## config.mk

```make
export PLATFORM = sky130hd
export DESIGN_NAME = apb_wait_lfsr
export DESIGN_NICKNAME = d
export VERILOG_FILES = /design/src/rtl/apb_tb_pkg.sv /design/src/rtl/apb_wait_lfsr.sv
export SDC_FILE = /design/constraint.sdc
export NUM_CORES = 1
export LEC_CHECK = 0
export ABC_AREA = 1
export CAP_MARGIN = 20
export CORE_UTILIZATION = 44
export DETAILED_ROUTE_END_ITERATION = 10
export PLACE_DENSITY = 0.75
export SYNTH_ARGS = -nofsm -noshare
export SYNTH_HDL_FRONTEND = slang
export SYNTH_SLANG_ARGS = --single-unit
export TNS_END_PERCENT = 30
```

## constraint.sdc

```tcl
create_clock -name clk -period 1.01 [get_ports clk]
set_input_delay 0.101 -clock clk [delete_from_list [all_inputs] [get_ports clk]]
set_output_delay 0.101 -clock clk [all_outputs]
set_load 0.005 [all_outputs]
```

## src/rtl/apb_tb_pkg.sv

```systemverilog
// Shared definitions for the APB completer model: FSM encoding, bus defaults,
// wait-state LFSR taps and a constant log2 helper.
package apb_tb_pkg;

  typedef enum logic {
    IDLE   = 1'b0,
    ACCESS = 1'b1
  } state_t;

  localparam logic [15:0] DEFAULT_RDATA = 16'hABCD;

  // x^16 + x^14 + x^13 + x^11 + 1, right-shifting Galois form
  localparam logic [15:0] LFSR_TAPS = 16'hB400;

  // ceil(log2(v)); v <= 1 returns 0
  function automatic int clog2(input int v);
    int r;
    r = 0;
    for (int i = 0; i < 31; i++) begin
      if ((1 << i) < v) r = i + 1;
    end
    return r;
  endfunction

endpackage

```

## src/rtl/apb_wait_lfsr.sv

```systemverilog
// 16-bit Galois LFSR used to draw pseudo-random wait-state counts.
// The whole state is exposed so a bench can track the sequence.
module apb_wait_lfsr
  import apb_tb_pkg::*;
#(
  parameter logic [15:0] SEED = 16'hACE1
) (
  input  logic        clk,
  input  logic        reset,
  input  logic        advance,
  output logic [15:0] state
);

  // One Galois step per advance; synchronous reset reloads the seed.
  always_ff @(posedge clk) begin
    if (reset) begin
      state <= SEED;
    end else if (advance) begin
      state <= {1'b0, state[15:1]} ^ (state[0] ? LFSR_TAPS : 16'h0000);
    end
  end

endmodule

```

# Yosys cells after proc, flatten, opt, wreduce, memory -nomap -nowiden
# Index checks and enable logic that the tools add are counted.
# totals
regBits	16
output_inout_bits	16
elab_cells	3
# classes
muxes	1
bitwise	1
# ops
operator	n
16-bit two-way mux	1
15-bit by 16-bit bitwise XOR with 16-bit output	1

# Longest topological paths before layout
# logic_depth
ltp_word	2
ltp_mapped	5
ltp_nobuf	5

# Worst setup path before layout
# Ideal clock, no wire load.
# synth_timing
path_kind	reg2reg
startpoint	reg state[0]
endpoint	reg state[12]
setup_time_ns	0.109
arrival_time_ns	0.666
slack_ns	0.235
path_stages_with_launch	6
synth_period_minus_slack_ns	0.775
path_cell_list	dfxtp_1 > inv_1 > nand2_1 > nand3_1 > nand2_1 > inv_1
# synth_via
elab_chain_len	2
# synth_rtl
element	line_no	rtl
start, declared	apb_wait_lfsr.sv:11	output logic [15:0] state
start signal, assigned	apb_wait_lfsr.sv:19	state <= {1'b0, state[15:1]} ^ (state[0] ? LFSR_TAPS : 16'h0000);
16-bit two-way mux	apb_wait_lfsr.sv:19	
15-bit by 16-bit bitwise XOR with 16-bit output	apb_wait_lfsr.sv:19	
# Every way passes these cells.
# A chain may end at the register's enable or synchronous reset.

# Worst setup path after layout
# layout_timing
startpoint	reg state[12]
endpoint	out state[12]
# No word-level cell between the ends.

==> reports/metrics.cfg <==
[run_status]
status=finished, final reports clean

[floorplan]
fp-row-count=13
top_level_ports=19
die-area_sq_um=1620
floorplan.initialDensity_pct=48.1
die_w_microns=40.2
die_y_microns=40.2
fp.coreArea_sq_um=1330

[critical_path]
crit_slowest_cell=dfxtp_2
timing.critical_path.to_type=output port
setup.reg_to_reg.worst_slack_ns=0.10
crit_chain=dlygate4sd2_1
path_max_fanout=3
worst_path_dominant_cell_family=flip-flops
crit_path_max_incr_delay_ns=0.34
cp.depth=1
cp.required_ns=0.91
start_to_end_type_of_the_worst_setup_path=flip-flop to output port
timing.reg2reg.worst_path_depth=6
crit_path_start_kind=flip-flop
timing.rr.end=state[12]$_SDFFE_PP0P_
critical_path.n_buffers_inverters=1
worst_r2r_startpoint=state[0]$_SDFFE_PP1P_
cp_data_arrival_time_ns=0.87

[cts]
numCtsBuffers=3
cts.hold.buffers_added=0
clock_tree_from_tritoncts=yes
cts_max_level=1
cts.path.max_buffers=2
clock_slew_at_the_register_clock_pins_of_the_worst_setup_and_hold_paths_ns=0.09
cts.sink_count=16
clockRootBuffer=clkbuf_4
clock_insertion_delay_worst_skew_ns=0.27

[pwr]
share_seq_of_total_power_pct=56.1
report.power.total_mw=1.28
share_clk_of_total_power_pct=25.2
power_share_of_the_combinational_group_pct=18.6
power.density_nw_per_um2=1420
netSwitchingFraction_pct=25.4
net-switching-power_mw=0.324
cell_internal_pwr_mw=0.952
power.static_leakage_nw=0.447
maximum_resistive_drop_on_vdd_mv=0.914

[routing]
firstDrtPassIters=3
number_of_vias_in_the_routed_layout=571
detail_route.wirelength_microns=1240
detailedRoute.firstIterationViolations=5
ant_nets=0
wl_per_cell_microns=10.1
drc_violation_count_after_routing=0
avgViaCountPerCell=4.68

[timing]
final.setup.worst_slack_ns=0.0402
worst_pin_slew_ns=0.206
max_freq_mhz=1030
layout_worst_path_cycle_share_pct=96.0
slew_headroom_pct=86.2
grt_setup_unrepaired=false
setup_viol_count_final=0
skew_ns=0.00488
layout_min_cycle_time_ns=0.970
final-hold-violation-count=0
report.final.slew_viol_count=0

[placement]
dp.cells=116
detailed_place.area_sq_um=852
place_hpwl_microns=869
pre_cts_slack_ns=-0.174
numPortBuffers=18
gp_routability_congestion=0.735

[logic_synthesis]
synth.largest_area_cell=dfxtp_1
synthDominantCellAreaShare_pct=49.9
number_of_nets_produced_by_synthesis=83
postSynthRegisterBits=16
syn-mean-instance-area_sq_um=8.02
seq_area_frac_synth_pct=49.9
unique_cell_type_count_in_the_yosys_netlist=14
netlist_instances=80
syn-cell-area_sq_um=642
synth-warning-count=0
netlist_top_cells_area=dfxtp_1 50%, nand2_1 11%, nor2_1 8.2%

[worst_hold_path]
timing.hold.worst.start=state[5]$_SDFFE_PP1P_
hold_path_class=flip-flop to flip-flop
min_path_cells=2
hold_end=state[5]$_SDFFE_PP1P_

[global_route]
number_of_global_route_vias_before_repair=489
pin_count_of_the_biggest_net_entering_global_routing=16
grt-ovfl-total=0
first_pass_grt_wire_length_microns=1980
number_of_antenna_violations_at_the_first_check_in_global_routing=0
track_usage_pct=18.3

[final_layout]
finish.instance_area_sq_um=897
syn_to_final_growth_pct=39.8
fin_nets=112
drive_above_1_share_pct=30.8
largest_reg_flops=16
largest-register=state
antenna_cells=0
final_cells=122
layout_top_registers=state: 16 flops
layout.core_utilization_pct=67.3

[flow_run]
timing.max_cap.violations=0

cells in the mapped netlist:
library cell and n:
buf_6 3, inv_1 6, o21ai_0 6, inv_6 1, nand3_1 4, dfxtp_1 16, nand2_1 19, o211ai_2 1
nor2_1 14, nand2_2 1, o21ai_1 2, o21ai_2 1, buf_12 1, a21oi_1 5
worst max-delay path by stage:
stage | startpoint | to | slack, ns
3_3_place_gp | advance | state[9]$_SDFFE_PP0P_ | -0.14
5_1_grt | state[12]$_SDFFE_PP0P_ | state[12] | 0.003
2_1_floorplan | state[0]$_SDFFE_PP1P_ | state[12]$_SDFFE_PP0P_ | 0.24
6_report | state[12]$_SDFFE_PP0P_ | state[12] | 0.04
4_1_cts | state[12]$_SDFFE_PP0P_ | state[12] | 0.04
3_5_place_dp | advance | state[12]$_SDFFE_PP0P_ | -0.17
through the flow:
stage,hold WS (ns),TNS [ns]
finish,0.467,0
floorplan,0.196,0
global route,0.497,0
CTS,0.467,0
detailed placement,0.470,-1.59
global placement,0.465,-1.36
power by group through the flow:
stage	logic, mW	registers [mW]	clock network, mW
2_1_floorplan	0.117	0.731	0
3_3_place_gp	0.249	0.725	0
3_5_place_dp	0.253	0.725	0
4_1_cts	0.238	0.716	0.326
5_1_grt	0.267	0.723	0.357
6_report	0.238	0.716	0.322
cell families (layout without fill, tap and decap cells):
kind of cell	count (synthesis)	count (layout)	share of synthesized area (%)
flops	16	16	49.9
compound gates	15	15	13.4
simple gates	38	38	23.4
buf+inv	11	38	13.3
metal layers:
metal	wire length, microns	vias up	share of wire [%]	global-route usage [%]
li1	-	304	-	-
met1	633	255	51	22.3
met2	548	10	44	30.2
met3	36	2	2.9	6.67
met4	19	0	1.5	5.00
met5	0	-	0	0
layout by cell type, fill, tap and decap left out:
master            n
a21oi_1           5
buf_12            1
buf_4             9
clkbuf_4          3
clkdlybuf4s50_1   2
dfxtp_2          16
dlygate4sd2_1    16
inv_1             6
inv_6             1
nand2_1          19
nand2_2           1
nand3_1           4
nor2_1           14
o211ai_2          1
o21ai_0           6
o21ai_1           2
o21ai_2           1
final cells by class:
type	instances	area, sq um
flip-flops and latches	16	340
well taps	15	18.8
multi-input cells	53	236
fillers	113	437
clock buffers	3	22.5
inverters	7	31.3
repair buffers	28	248
what timing repair did:
item | in CTS | in global routing
gates resized for setup | 32 | 0
setup endpoints to repair | 16 | 0
setup buffers | 3 | 0
(Power assumes the default switching activity.)
